--- src/rtl/acc_fp_pkg.sv ---
// Shared definitions for the fp accumulator datapath (acc_fp_align, acc_fp_norm).
// Packed operand layout: {sgn[15], exp[14:11], man[10:0]}.
// Aligned significand field: {carry, sig[11:0], guard[2:0]} = ALIGN_W bits.
package acc_fp_pkg;

  localparam int unsigned EXP_W   = 4;
  localparam int unsigned MAN_W   = 11;
  localparam int unsigned SIG_W   = MAN_W + 1;
  localparam int unsigned ALIGN_W = 16;
  localparam int unsigned OP_W    = 1 + EXP_W + MAN_W;
  // Low zero bits appended below the significand so small shifts keep some precision.
  localparam int unsigned GUARD_W = ALIGN_W - SIG_W - 1;

  // Packed-operand field offsets.
  localparam int unsigned SGN_POS = 15;
  localparam int unsigned EXP_MSB = 14;
  localparam int unsigned EXP_LSB = 11;
  localparam int unsigned MAN_MSB = 10;
  localparam int unsigned MAN_LSB = 0;

  typedef struct packed {
    logic             sgn;
    logic [EXP_W-1:0] eff_exp;
    logic [SIG_W-1:0] sig;
  } fp_unpacked_t;

endpackage

--- src/rtl/acc_fp_unpack.sv ---
// Combinational operand unpack.
//   op : packed operand {sgn, exp, man}
//   u  : {sgn, eff_exp, sig}; sig carries the hidden bit (exp!=0),
//        denormals (exp==0) use an effective exponent of 1.
module acc_fp_unpack
  import acc_fp_pkg::*;
(
  input  logic [OP_W-1:0] op,
  output fp_unpacked_t    u
);

  logic [EXP_W-1:0] exp_f;
  logic [MAN_W-1:0] man_f;

  assign exp_f = op[EXP_MSB:EXP_LSB];
  assign man_f = op[MAN_MSB:MAN_LSB];

  always_comb begin
    u.sgn     = op[SGN_POS];
    u.eff_exp = (exp_f == '0) ? EXP_W'(1) : exp_f;
    u.sig     = {exp_f != '0, man_f};
  end

endmodule

--- src/rtl/acc_fp_align.sv ---
// Two-operand alignment front end of the fp accumulator.
// Stage 1 unpacks both operands, picks the larger-exponent one (op_a on a tie)
// and right-shifts the other by the exponent difference (truncating).
// Stage 2 forms the 17-bit two's-complement significand sum.
// Ports:
//   clk, rst_n          : clock, async active-low reset
//   in_valid/in_ready   : operand-pair handshake (op_a, op_b)
//   out_valid/out_ready : result handshake
//   align_sgn           : [1]=effective subtract, [0]=sign of big operand
//   align_exp           : max effective exponent + 1 (wraps)
//   align_man           : signed significand sum, bit 16 is the sign
//   align_ovf           : max effective exponent was 15 (align_exp wrapped)
module acc_fp_align
  import acc_fp_pkg::*;
#(
  parameter int unsigned SHIFT_SAT = 16
) (
  input  logic               clk,
  input  logic               rst_n,
  input  logic               in_valid,
  output logic               in_ready,
  input  logic [OP_W-1:0]    op_a,
  input  logic [OP_W-1:0]    op_b,
  output logic               out_valid,
  input  logic               out_ready,
  output logic [1:0]         align_sgn,
  output logic [EXP_W-1:0]   align_exp,
  output logic [ALIGN_W:0]   align_man,
  output logic               align_ovf
);

  fp_unpacked_t ua, ub, big, sml;

  acc_fp_unpack u_unpack_a (.op(op_a), .u(ua));
  acc_fp_unpack u_unpack_b (.op(op_b), .u(ub));

  logic               b_wins;
  logic [EXP_W-1:0]   diff;
  logic [ALIGN_W-1:0] big16_c, small16_c;

  always_comb begin
    b_wins   = ub.eff_exp > ua.eff_exp;
    big      = b_wins ? ub : ua;
    sml      = b_wins ? ua : ub;
    diff     = big.eff_exp - sml.eff_exp;
    big16_c  = ALIGN_W'({big.sig, {GUARD_W{1'b0}}});
    if (32'(diff) >= SHIFT_SAT) small16_c = '0;
    else                        small16_c = ALIGN_W'({sml.sig, {GUARD_W{1'b0}}}) >> diff;
  end

  // Handshake: each stage loads when the stage after it is empty or draining.
  logic s1_v, s2_v, s1_en, s2_en;

  assign s2_en     = !s2_v || out_ready;
  assign s1_en     = !s1_v || s2_en;
  assign in_ready  = s1_en;
  assign out_valid = s2_v;

  logic [ALIGN_W-1:0] s1_big16, s1_small16;
  logic               s1_sgn_big, s1_eff_sub;
  logic [EXP_W-1:0]   s1_e_big;

  always_ff @(posedge clk or negedge rst_n) begin
    if (!rst_n) begin
      s1_v       <= 1'b0;
      s1_big16   <= '0;
      s1_small16 <= '0;
      s1_sgn_big <= 1'b0;
      s1_eff_sub <= 1'b0;
      s1_e_big   <= '0;
    end else begin
      if (s1_en) s1_v <= in_valid;
      if (in_valid && s1_en) begin
        s1_big16   <= big16_c;
        s1_small16 <= small16_c;
        s1_sgn_big <= big.sgn;
        s1_eff_sub <= ua.sgn ^ ub.sgn;
        s1_e_big   <= big.eff_exp;
      end
    end
  end

  logic [ALIGN_W:0] big_x, small_x, sum_c;

  always_comb begin
    big_x   = {1'b0, s1_big16};
    small_x = {1'b0, s1_small16};
    sum_c   = s1_eff_sub ? (big_x - small_x) : (big_x + small_x);
  end

  always_ff @(posedge clk or negedge rst_n) begin
    if (!rst_n) begin
      s2_v      <= 1'b0;
      align_sgn <= '0;
      align_exp <= '0;
      align_man <= '0;
      align_ovf <= 1'b0;
    end else begin
      if (s2_en) s2_v <= s1_v;
      if (s1_v && s2_en) begin
        align_man <= sum_c;
        align_sgn <= {s1_eff_sub, s1_sgn_big};
        align_exp <= s1_e_big + EXP_W'(1);
        align_ovf <= (s1_e_big == '1);
      end
    end
  end

endmodule
--- config.mk ---
export PLATFORM = sky130hd
export DESIGN_NAME = acc_fp_align
export DESIGN_NICKNAME = d
export VERILOG_FILES = /design/src/rtl/acc_fp_pkg.sv /design/src/rtl/acc_fp_unpack.sv /design/src/rtl/acc_fp_align.sv
export SDC_FILE = /design/constraint.sdc
export NUM_CORES = 1
export LEC_CHECK = 0
export BUFFER_PORTS_ARGS = -buffer_cell sky130_fd_sc_hd__buf_2
export CORE_UTILIZATION = 34
export DETAILED_ROUTE_END_ITERATION = 10
export SLEW_MARGIN = 5
export SYNTH_ARGS = -nofsm -noshare
export SYNTH_HDL_FRONTEND = slang
export SYNTH_HIERARCHICAL = 1
export SYNTH_SLANG_ARGS = --single-unit
--- constraint.sdc ---
create_clock -name clk -period 4.15 [get_ports clk]
set_clock_uncertainty 0.05 [all_clocks]
set_input_delay 0.2075 -clock clk [delete_from_list [all_inputs] [get_ports clk]]
set_output_delay 0.2075 -clock clk [all_outputs]
set_load 0.02 [all_outputs]
# Yosys cells after proc, flatten, opt, wreduce, memory -nomap -nowiden

Index checks and enable logic that the tools add are counted.

Bits in registers: 60
Input port bits: 36
Output and inout port bits: 26
Word-level logic and storage cells: 34

Add/sub/neg operators: 4
Magnitude comparators: 1
Equality and inequality tests: 1
Shift-type cells: 1
Muxes and demuxes: 5
Bitwise operators: 1
Reductions and logical operators: 10

Operators by type and width:

| operator                                                      | count |
|---|---|
| 17-bit two-way mux                                            | 2 |
| 15-bit by 16-bit adder with 17-bit output                     | 1 |
| 15-bit by 16-bit subtractor with 17-bit output                | 1 |
| 16-bit two-way mux                                            | 1 |
| 15-bit by 4-bit >> shifter with 16-bit output                 | 1 |
| 4-bit zero test                                               | 2 |
| 4-bit two-way mux                                             | 2 |
| 4-bit nonzero test                                            | 2 |
| 4-bit by 1-bit adder with 4-bit output, second input constant | 1 |
| 4-bit == test, second input constant                          | 1 |
| 4-bit greater-than comparator                                 | 1 |
| 4-bit subtractor                                              | 1 |
| 1-bit logical AND                                             | 2 |
| 1-bit zero test                                               | 2 |
| 1-bit logical OR                                              | 2 |
| 1-bit bitwise XOR                                             | 1 |

# Longest topological paths before layout

Gate-level depths: netlist of the first run.

Depth after elaboration: 6
Depth in mapped cells: 18
Mapped depth without buffers: 17

# Modules after synthesis

Netlist of the first run, hierarchy kept.

Modules (own cells, without submodules):

| module        | times used | cells an instance | area an instance (um2) | sequential area each (um2) |
|---|---|---|---|---|
| acc_fp_align  | 1          | 529               | 4459.3                 | 1476.4 |
| acc_fp_unpack | 2          | 18                | 123.9                  | 0.0 |

# Worst setup path before layout of the first run

OpenSTA, ideal clock, no wires.

Path type: input port to flip-flop
Start point: input op_b[12]
End point: register s1_small16[0]
Library setup time: 0.066 ns
Data arrival time: 3.330 ns
Data required time: 4.034 ns
Slack: 0.704 ns
Stages on the path: 16
Path through: nor3_2 > or2_1 > inv_1 > ha_1 > nand2b_1 > a21oi_4 > o21a_4 > buf_12 > mux2i_1 > ha_1 > inv_1 > clkbuf_1 > mux4_2 > and2_4 > a2111oi_2 > a221o_1

RTL lines:

| what                 | RTL line           | RTL |
|---|---|---|
| start, declared      | acc_fp_align.sv:23 | `input logic [OP_W-1:0] op_b,` |
| end signal, assigned | acc_fp_align.sv:75 | `s1_small16 <= small16_c;` |
| end, declared        | acc_fp_align.sv:59 | `logic [ALIGN_W-1:0] s1_big16, s1_small16;` |

==> results.py, run 1 <==
metrics = {
    "run_status": {
        "outcome": "complete, but fails checks",
        "violations": "hold timing",
    },
    "critical_path": {
        "rr_endpoint": "align_man[14]",
        "r2r-start": "s1_big16[7]",
        "crit_required_ns": 4.28,
        "worst_setup_path_start_kind": "input pin",
        "crit_buf_inv": 3,
        "crit_type": "input pin to register",
        "path_cells": "buf_2, nor3_2, or2_1, inv_1, ha_1, nand2b_1, a21oi_4, o21a_4, mux2i_1, ha_1, inv_1, nor2_1, nand2_1, mux2i_1, a211o_1, mux2_2, nor3_1, a211oi_1",
        "r2r_cells": 9,
        "path_max_fanout": 12,
        "end_kind": "register",
        "max_stage_delay_ns": 0.33,
        "worst-r2r-setup-slack_ns": 1.56,
        "cp_top_family": "simple AND/OR/NAND/NOR gates",
        "cp_slowest_cell": "mux2i_1",
        "arrival_ns": 3.55,
    },
    "placement": {
        "place.detailed.hpwl_um": 9100,
        "place_ws_ns": 0.432,
        "place_area_sq_um": 4950,
        "port_buffers": 61,
        "place_congestion": 0.882,
        "dpl.cell_count": 753,
    },
    "sta": {
        "tightest_slew_ns": 1.10,
        "post-route-min-period_ns": 3.42,
        "hold_ws_ns": -0.0375,
        "relSlewSlack_pct": 26.5,
        "hold_viol_final": 44,
        "period_share_pct": 82.4,
        "setup_viol": 0,
        "drv_slew": 0,
        "fin_ws_ns": 0.732,
        "setup-tns-final_ns": 0,
        "rsz0062_at_grt": "false",
        "max_freq_ghz": 0.293,
    },
    "drt": {
        "post_drt_wl_per_cell_um": 15.0,
        "antenna_left": 0,
        "drt_iter0_drc": 267,
        "via_per_inst": 5.12,
        "dr_wl_met3_um": 478,
        "drt_wl_total_um": 11500,
        "wl_met1_um": 5780,
        "num_vias": 3932,
        "drt-pass1-iter-count": 4,
        "dr.max_layer_used": "met4",
        "dr_wl_met2_um": 5110,
        "drc": 0,
    },
    "global_routing": {
        "gr-total-overflow": 0,
        "grt_antenna_before_repair": 0,
        "grt_pass1_vias": 3724,
        "grt_pass1_wl_um": 18900,
        "grt_use_total_pct": 16.6,
        "grt_max_degree": 60,
    },
    "clock_tree": {
        "cts_resized": 0,
        "clkTransAtPathRegs_ns": 0.05,
        "post-cts-setup-buffers": 0,
        "clk_latency_ns": 0.33,
        "clock_path_buffers": 2,
        "cts_sinks": 59,
        "cts_tree": "done",
        "htree_levels": 3,
        "cts-buffers-inserted": 9,
        "root_buffer": "clkbuf_16",
        "cts_hold_buf": 0,
    },
    "run": {
        "max_cap_viol_count": 0,
    },
    "power": {
        "p_leak_nw": 2.37,
        "cellPowerDensity_nw_per_um2": 585,
        "total_power_w": 0.00307,
        "peakVddDrop_uv": 264,
    },
    "floorplan": {
        "start_util_pct": 35.3,
        "die_area_sq_um": 14300,
        "coreArea_sq_um": 13300,
        "rows": 42,
        "die_w_um": 120,
        "die_h_um": 120,
        "io_pins": 62,
    },
    "layout": {
        "area_growth_pct": 11.4,
        "drive_gt1_share_pct": 17.6,
        "design_area_sq_um": 5250,
        "fin_cells": 768,
        "diodes": 0,
        "nNetsFinal": 657,
    },
    "synth": {
        "mappedNetlistArea_sq_um": 4710,
        "ys_async_sr_fraction_pct": 100,
        "syn_area_per_cell_sq_um": 8.33,
        "synth-edff-count": 0,
        "ys.flop_type": "dfrtp_1",
        "yosys_warnings": 6,
        "synth-seq-cells": 59,
        "synth_nets": 634,
        "syn_inst": 565,
        "synth.distinct_cells": 65,
        "ys_seq_area_share_pct": 31.4,
    },
    "min_path": {
        "hp-class": "input pin to async pin",
    },
}
cells in the mapped netlist (10+ instances only):
cell       n  share of area [%]
buf_4     25                4.0
mux2i_1   17                3.6
a21oi_1   22                2.3
o21ai_0   34                3.6
a31oi_1   18                2.4
nand2_1   97                7.7
nand2b_1  13                1.7
clkbuf_1  27                2.2
nor2_1    46                3.7
nor3_1    10                1.1
ha_1      32                8.5
dfrtp_1   59                 31
inv_1     30                2.4
logic make-up (layout without fill, tap and decap cells):
kind of cell             after synthesis  count (layout)  synth area share (%)
XOR/XNOR                              17              17                  3.16
adder cells (fa/ha/maj)               33              33                  8.93
AND/OR/NAND/NOR                      202             202                  19.2
multiplexers                          27              27                  7.68
buffers and inverters                 87             114                  9.57
flip-flops                            59              59                  31.4
AO/OA/AOI/OAI                        140             140                  20.1
per-layer routing:
| metal | GRT usage (%) | up-vias |
|---|---|---|
| met4 | 5.16 | 0 |
| met2 | 25.4 | 96 |
| met3 | 3.23 | 17 |
| met5 | 0 | - |
| li1 | - | 2004 |
| met1 | 23.4 | 1815 |
sequential cells by signal (all words and copies together) (netlist names):
register    cells
align_man      17
s1_small16     15
s1_big16       12
align_exp       4
s1_e_big        4
align_sgn       2
align_ovf       1
out_valid       1
s1_eff_sub      1
s1_sgn_big      1
s1_v            1
metrics by stage:
| step | hold WS [ns] | utilization (%) |
|---|---|---|
| 2_1_floorplan | -0.138 | - |
| 3_3_place_gp | 0.349 | 37.1 |
| 3_5_place_dp | 0.354 | 37.1 |
| 4_1_cts | 0.00662 | 39.3 |
| 5_1_grt | 0.0392 | 39.3 |
| 6_report | -0.0375 | 39.3 |
worst register-to-register path, delay by kind of cell, from the launching register on:
| family | cells | cell delay (ns) |
|---|---|---|
| AO/OA/AOI/OAI | 4 | 0.96 |
| flip-flops | 1 | 0.44 |
| adder cells (fa/ha/maj) | 1 | 0.41 |
| AND/OR/NAND/NOR | 2 | 0.26 |
| multiplexers | 1 | 0.25 |
| XOR/XNOR | 1 | 0.08 |
report_power, final:
group / internal [W] / switching (W)
sequential: 0.000750 / 0.000131
clock: 0.000476 / 0.000242
combinational: 0.000586 / 0.000881
total: 0.00181 / 0.00125
placed cells by master (no fill, tap or decap), types with 5 or more instances in the layout:
cell / netlist / layout
nand2_1: 97 / 97
buf_2: 2 / 61
dfrtp_1: 59 / 59
nor2_1: 46 / 46
o21ai_0: 34 / 34
ha_1: 32 / 32
inv_1: 30 / 30
a21oi_1: 22 / 22
a31oi_1: 18 / 18
mux2i_1: 17 / 17
nand2b_1: 13 / 13
nor3_1: 10 / 10
xnor2_1: 9 / 9
clkbuf_16: 0 / 9
xor2_1: 8 / 8
mux4_2: 7 / 7
nand3_1: 7 / 7
buf_4: 25 / 7
and2_1: 6 / 6
o21ai_1: 6 / 6
o22ai_1: 5 / 5
o31ai_1: 5 / 5
a22oi_1: 5 / 5
a211oi_1: 5 / 5
area by class of cell:
class / count / area [sq um]
Sequential cell: 59 / 1480
Tap cell: 176 / 220
Inverter: 31 / 116
Clock inverter: 4 / 51.3
Clock buffer: 11 / 243
Fill cell: 1407 / 8100
Timing Repair Buffer: 68 / 358
Multi-Input combinational cell: 419 / 2780
worst max path at each step:
stage / from / to / slack [ns] / cells after the start
2_1_floorplan: op_b[12] / s1_small16[0] / 0.70 / 16
3_3_place_gp: op_b[12] / s1_small16[1] / 0.57 / 18
3_5_place_dp: op_b[12] / s1_small16[1] / 0.43 / 18
4_1_cts: op_b[12] / s1_small16[1] / 0.78 / 18
5_1_grt: op_b[12] / s1_small16[1] / 0.49 / 18
6_report: op_b[12] / s1_small16[1] / 0.73 / 18
Power figures use the tool's default switching activity.
==> run 2, diff against run 1 <==
--- a/config.mk
+++ b/config.mk
@@ -5,6 +5,7 @@
 export SDC_FILE = /design/constraint.sdc
 export NUM_CORES = 1
 export LEC_CHECK = 0
+export ABC_AREA = 1
 export BUFFER_PORTS_ARGS = -buffer_cell sky130_fd_sc_hd__buf_2
 export CORE_UTILIZATION = 34
 export DETAILED_ROUTE_END_ITERATION = 10
==> constraint.sdc (replaced) <==
create_clock -name clk -period 2.86 [get_ports clk]
set_clock_uncertainty 0.05 [all_clocks]
set_input_delay 0.143 -clock clk [delete_from_list [all_inputs] [get_ports clk]]
set_output_delay 0.143 -clock clk [all_outputs]
set_load 0.02 [all_outputs]
==> run 2 against run 1 <==
Against the previous run:
- the flow still finishes with violations (hold timing)
- synthesized cell count increased by 25%
- first-iteration DRC count shrank 3.4%
- non-clock buffer count is 5 higher
- die area grew 2.1%
- via count grew 14%
- critical endpoint unchanged
==> results.py, run 2 <==
metrics = {
    "run_status": {
        "outcome": "complete, but fails checks",
        "violations": "hold timing",
    },
    "drt": {
        "drt_wl_total_um": 12400,
        "via_per_inst": 4.87,
        "antenna_left": 0,
        "num_vias": 4470,
        "drt-pass1-iter-count": 5,
        "drc": 0,
        "drt_iter0_drc": 258,
        "post_drt_wl_per_cell_um": 13.5,
    },
    "sta": {
        "hold_viol_final": 44,
        "relSlewSlack_pct": 27.3,
        "rsz0062_at_grt": "false",
        "period_share_pct": 83.1,
        "setup-tns-final_ns": 0,
        "hold_ws_ns": -0.0459,
        "max_freq_ghz": 0.421,
        "tightest_slew_ns": 1.09,
        "drv_slew": 0,
        "post-route-min-period_ns": 2.38,
        "setup_viol": 0,
    },
    "synth": {
        "syn_inst": 708,
        "ys.flop_type": "dfrtp_1",
        "netlist.area_leader.share_pct": 30.7,
        "synth.most_common_cell": "nand2_1",
        "synth-edff-count": 0,
        "ys_seq_area_share_pct": 30.7,
        "synth-seq-cells": 59,
        "synth_common_cells": "nand2_1, nand3_1, inv_1",
        "yosys.area.top_type": "dfrtp_1",
        "synth.area.top_cells": "dfrtp_1, nand2_1, ha_1",
        "synth_nets": 777,
        "syn_area_per_cell_sq_um": 6.79,
        "mappedNetlistArea_sq_um": 4810,
        "synth.distinct_cells": 41,
        "ys_async_sr_fraction_pct": 100,
        "yosys_warnings": 6,
    },
    "global_routing": {
        "grt_max_degree": 47,
        "gr-total-overflow": 0,
        "use_met1_pct": 25.4,
        "grt.busiest_layer": "met2",
        "grt_use_met3_pct": 3.67,
        "grt_antenna_before_repair": 0,
        "grt_pass1_wl_um": 20900,
        "grt_use_met2_pct": 27.6,
        "grt_pass1_vias": 4301,
        "grt_use_total_pct": 18.2,
    },
    "critical_path": {
        "crit_top_cell": "nand2_1",
        "crit_required_ns": 3.04,
        "max_stage_delay_ns": 0.30,
        "worst-r2r-setup-slack_ns": 0.58,
        "rr_endpoint": "align_man[11]",
        "path_cells": "buf_2, nor2_1, nand2_1, nand2_1, inv_1, ha_1, inv_1, nand2_1, nand2_1, nand2_2, nand2_4, nand2_4, nand2_2, nand3_2, ha_1, inv_1, nand3_1, nand2_1, nand2_1, nand2_1, nand2_1, nand3_1, nand2_1",
        "worst_setup_path_start_kind": "input pin",
        "r2r_cells": 10,
        "r2r-start": "s1_small16[4]",
        "arrival_ns": 2.55,
        "path_max_fanout": 15,
        "end_kind": "register",
        "crit_type": "input pin to register",
        "cp_slowest_cell": "ha_1",
    },
    "clock_tree": {
        "htree_levels": 3,
        "cts_hold_buf": 0,
        "cts_resized": 0,
        "clkTransAtPathRegs_ns": 0.05,
        "cts_sinks": 59,
        "root_buffer": "clkbuf_16",
        "cts-buffers-inserted": 9,
        "clk_latency_ns": 0.33,
        "clock_path_buffers": 2,
        "cts_tree": "done",
        "post-cts-setup-buffers": 0,
    },
    "layout": {
        "diodes": 0,
        "largest_reg_flops": 17,
        "nNetsFinal": 804,
        "top_register": "align_man",
        "final_cell_mix": "nand2_1, nand3_1, inv_1",
        "layout_commonest_cell": "nand2_1",
        "design_area_sq_um": 5390,
        "area_growth_pct": 12.0,
        "drive_gt1_share_pct": 13.8,
        "top_regs": "align_man x17, s1_small16 x15, s1_big16 x12",
    },
    "min_path": {
        "hp-class": "input pin to async pin",
    },
    "placement": {
        "place.detailed.hpwl_um": 9720,
        "port_buffers": 61,
        "place_area_sq_um": 5100,
        "place_congestion": 0.873,
    },
    "power": {
        "clkPwrFrac_pct": 22.7,
        "p_leak_nw": 2.88,
        "p_int_w": 0.00259,
        "p_sw_share_pct": 43.6,
        "p_seq_share_pct": 28.2,
        "power.switching_w": 0.00200,
        "peakVddDrop_uv": 268,
        "combPwrFrac_pct": 49.1,
        "cellPowerDensity_nw_per_um2": 852,
    },
    "run": {
        "max_cap_viol_count": 0,
    },
    "floorplan": {
        "io_pins": 62,
        "coreArea_sq_um": 13800,
        "die_area_sq_um": 14600,
        "rows": 43,
        "die_w_um": 121,
        "start_util_pct": 34.8,
        "die_h_um": 121,
    },
}
==> run 2: logic make-up (layout without fill, tap and decap cells) <==
group / after synthesis / count (layout) / synth area share [%]
AO/OA/AOI/OAI: 112 / 112 / 13.0
AND/OR/NAND/NOR: 356 / 356 / 32.3
buffers and inverters: 135 / 165 / 12.9
XOR/XNOR: 13 / 13 / 2.37
adder cells (fa/ha/maj): 33 / 33 / 8.74
flip-flops: 59 / 59 / 30.7
==> run 2: through the flow <==
step | worst slack [ns] | util, % | cells | hold slack (ns) | power [W]
after floorplan | 0.421 | - | 708 | -0.203 | 0.00297
after global placement | 0.194 | 36.9 | 904 | 0.362 | 0.00356
after detailed placement | 0.142 | 36.9 | 904 | 0.362 | 0.00356
after CTS | 0.495 | 38.9 | 918 | 0.00902 | 0.00462
after global routing | 0.148 | 38.9 | 918 | 0.0237 | 0.00499
final | 0.485 | 38.9 | 918 | -0.0459 | 0.00459
==> run 2: power by group through the flow <==
stage	sequential (W)	combinational (W)	clock (W)
2_1_floorplan	0.00145	0.00152	0
3_3_place_gp	0.00130	0.00225	0
3_5_place_dp	0.00131	0.00225	0
4_1_cts	0.00130	0.00226	0.00107
5_1_grt	0.00133	0.00256	0.00110
6_report	0.00130	0.00225	0.00104
==> run 2: routing by layer <==
layer  vias up  wire length (um)
li1       2325                 -
met1      2026              6220
met2       101              5360
met3        18               579
met4         0               242
met5         -                 0
==> run 2: how the worst max path moves through the flow <==
stage             start            end  slack [ns]
6_report       op_b[12]  s1_small16[1]        0.48
5_1_grt        op_b[12]  s1_small16[1]        0.15
4_1_cts        op_b[12]  s1_small16[1]        0.50
3_5_place_dp   op_b[12]  s1_small16[1]        0.14
3_3_place_gp   op_b[12]  s1_small16[6]        0.19
2_1_floorplan  op_a[12]  s1_small16[1]        0.42
==> run 2: layout make-up <==
cell class | instances | area (sq um)
inverters | 78 | 293
multi-input cells | 514 | 2710
clock buffers | 11 | 243
well taps | 180 | 225
repair buffers | 73 | 395
fillers | 1465 | 8440
flip-flops and latches | 59 | 1480
clock inverters | 3 | 40.0
==> run 2: worst max-delay path, delay by kind of cell <==
family | cells | cell delay [ns]
buf+inv | 4 | 0.53
fa+ha+maj | 2 | 0.46
simple gates | 17 | 1.39
==> run 3, diff against run 2 <==
--- a/config.mk
+++ b/config.mk
@@ -5,7 +5,7 @@
 export SDC_FILE = /design/constraint.sdc
 export NUM_CORES = 1
 export LEC_CHECK = 0
-export ABC_AREA = 1
+export ABC_AREA = 0
 export BUFFER_PORTS_ARGS = -buffer_cell sky130_fd_sc_hd__buf_2
 export CORE_UTILIZATION = 34
 export DETAILED_ROUTE_END_ITERATION = 10
==> constraint.sdc (replaced) <==
create_clock -name clk -period 2.37 [get_ports clk]
set_clock_uncertainty 0.05 [all_clocks]
set_input_delay 0.1185 -clock clk [delete_from_list [all_inputs] [get_ports clk]]
set_output_delay 0.1185 -clock clk [all_outputs]
set_load 0.02 [all_outputs]
==> run 3 against run 2 <==
Against the previous run:
- critical endpoint is now s1_small16[0]
- register-to-register slack worse by 0.63 ns
- clock power is 27% higher
- die area down 2.1%
- cell count decreased by 5.9%
- critical path depth fell by 7
- worst setup slack worse by 0.74 ns
- flip-flop and latch count stayed put
- the flow finishes with violations (setup timing)
- via count is 2.5% lower
- sequential power rose by 18%
- global-route usage up 0.43 points
==> results.py, run 3 (synthesized netlist as in run 1, its figures left out) <==
metrics = {
    "critical_path": {
        "r2r_cells": 10,
        "crit_top_cell": "buf_6",
        "r2r-start": "s1_big16[3]",
        "arrival_ns": 2.84,
        "crit_type": "input pin to register",
        "worst_setup_path_start_kind": "input pin",
        "cp_slowest_cell": "mux4_2",
        "rr_endpoint": "align_man[13]",
        "cp_top_family": "compound AO/OA/AOI/OAI gates",
        "crit_buf_inv": 5,
        "crit_required_ns": 2.58,
        "end_kind": "register",
        "worst-r2r-setup-slack_ns": -0.05,
        "path_max_fanout": 12,
        "max_stage_delay_ns": 0.47,
        "crit_path_start": "op_b[12]",
        "path_cells": "buf_6, nor3_4, or2_1, inv_2, ha_4, nand2b_4, a21oi_4, o21a_4, buf_6, buf_6, mux2i_1, buf_4, mux4_2, and2_4, a2111oi_4, a221o_1",
    },
    "layout": {
        "diodes": 0,
        "area_growth_pct": 39.7,
        "nFillCells": 1309,
        "top_register": "align_man",
        "top_regs": "align_man x17, s1_small16 x15, s1_big16 x12",
        "nNetsFinal": 752,
        "multi_input_area_sq_um": 3290,
        "final_cell_mix": "nand2_1, buf_4, buf_2",
        "largest_reg_flops": 17,
        "layout_commonest_cell": "nand2_1",
        "drive_gt1_share_pct": 38.2,
        "seqCellArea_sq_um": 1480,
    },
    "global_routing": {
        "grt_pass1_wl_um": 21300,
        "grt_use_total_pct": 18.6,
        "grt_pass1_vias": 4379,
        "grt_antenna_before_repair": 0,
        "gr-total-overflow": 0,
        "grt_max_degree": 41,
    },
    "floorplan": {
        "rows": 42,
        "coreArea_sq_um": 13300,
        "die_w_um": 120,
        "start_util_pct": 35.3,
        "die_h_um": 120,
        "die_area_sq_um": 14300,
        "io_pins": 62,
    },
    "sta": {
        "fin_ws_ns": -0.253,
        "hold_viol_final": 0,
        "relSlewSlack_pct": 53.4,
        "period_share_pct": 111,
        "post-route-min-period_ns": 2.62,
        "setup_viol": 14,
        "setup-tns-final_ns": -2.01,
        "max_freq_ghz": 0.381,
        "tightest_slew_ns": 0.699,
        "drv_slew": 0,
        "rsz0062_at_grt": "true",
        "hold_ws_ns": 0.0143,
    },
    "min_path": {
        "hp-class": "input pin to register",
        "whs_path_depth": 3,
        "hp-start": "op_b[15]",
        "worst_hold_path.endpoint": "s1_sgn_big",
    },
    "drt": {
        "num_vias": 4357,
        "wl_met1_um": 6210,
        "drt_wl_total_um": 13200,
        "dr.max_layer_used": "met4",
        "dr_wl_met2_um": 6200,
        "dr_wl_met3_um": 390,
        "drc": 0,
        "antenna_left": 0,
        "post_drt_wl_per_cell_um": 15.2,
        "via_per_inst": 5.04,
        "drt_iter0_drc": 193,
        "drt-pass1-iter-count": 4,
    },
    "clock_tree": {
        "cts_sinks": 59,
        "root_buffer": "clkbuf_16",
        "cts_tree": "done",
        "clkTransAtPathRegs_ns": 0.05,
        "cts-buffers-inserted": 9,
        "clk_latency_ns": 0.33,
        "htree_levels": 3,
        "clock_path_buffers": 2,
    },
    "power": {
        "peakVddDrop_uv": 364,
        "total_power_w": 0.00648,
        "p_leak_nw": 2.94,
        "cellPowerDensity_nw_per_um2": 985,
    },
    "placement": {
        "place_ws_ns": -0.651,
        "place_congestion": 0.905,
        "place.detailed.hpwl_um": 10200,
        "port_buffers": 61,
    },
    "run_status": {
        "violations": "setup timing",
        "outcome": "complete, but fails checks",
    },
    "run": {
        "max_cap_viol_count": 0,
    },
}
[run 3: cell count changes in the layout (fill, tap and decap cells not counted), sizes merged, moves of 6 or more]
cell	before	now
buf	73	161
nand2b	0	13
nor3	2	12
o21ai	33	41
mux2i	0	17
xnor2	3	9
a31oi	5	18
a21oi	48	23
inv	76	30
mux4	0	7
nand3	82	8
nand2	217	97
and2	1	7
[run 3: worst max path at each step]
stage               cells after the start  slack (ns)            end
floorplan                              16       -0.50  s1_small16[0]
global placement                       16       -0.60  s1_small16[0]
detailed placement                     16       -0.65  s1_small16[0]
CTS                                    16       -0.21  s1_small16[0]
global route                           18       -0.40  s1_small16[1]
finish                                 16       -0.25  s1_small16[0]
[run 3: through the flow]
stage	instance area, sq um	std cells	util (%)
final	6580	864	49.3
after global routing	6580	864	49.3
after CTS	6270	857	47.0
after detailed placement	5680	829	42.6
after global placement	5680	829	42.6
after floorplan	4870	565	-
[run 3: area by class of cell]
type | count | area share, %
sequential | 59 | 22.5
clock inverter | 4 | 0.723
multi-input combinational | 419 | 50.0
inverter | 31 | 1.85
tap | 176 | 3.35
timing repair buffer | 163 | 17.5
clock buffer | 12 | 4.05
[run 3: what timing repair did]
action	in CTS	in global routing
resized for setup	44	44
setup endpoints to repair	19	25
setup buffers	11	7
hold endpoints to repair	30	0
hold buffers	2	0
pin swaps	28	30
[run 3: power breakdown]
group | switching, W | internal, W
combinational | 0.00194 | 0.00170
sequential | 0.000214 | 0.00131
clock | 0.000424 | 0.000893
total | 0.00257 | 0.00390
[run 3: worst min-delay path, cell delays in order]
cell,delay (ns)
buf_2,0.11
nand2_1,0.05
a31oi_1,0.07
[run 3: per-layer routing]
layer	up-vias	GRT usage, %
li1	2202	-
met1	2031	24.8
met2	97	30.2
met3	27	3.09
met4	0	7.27
met5	-	0
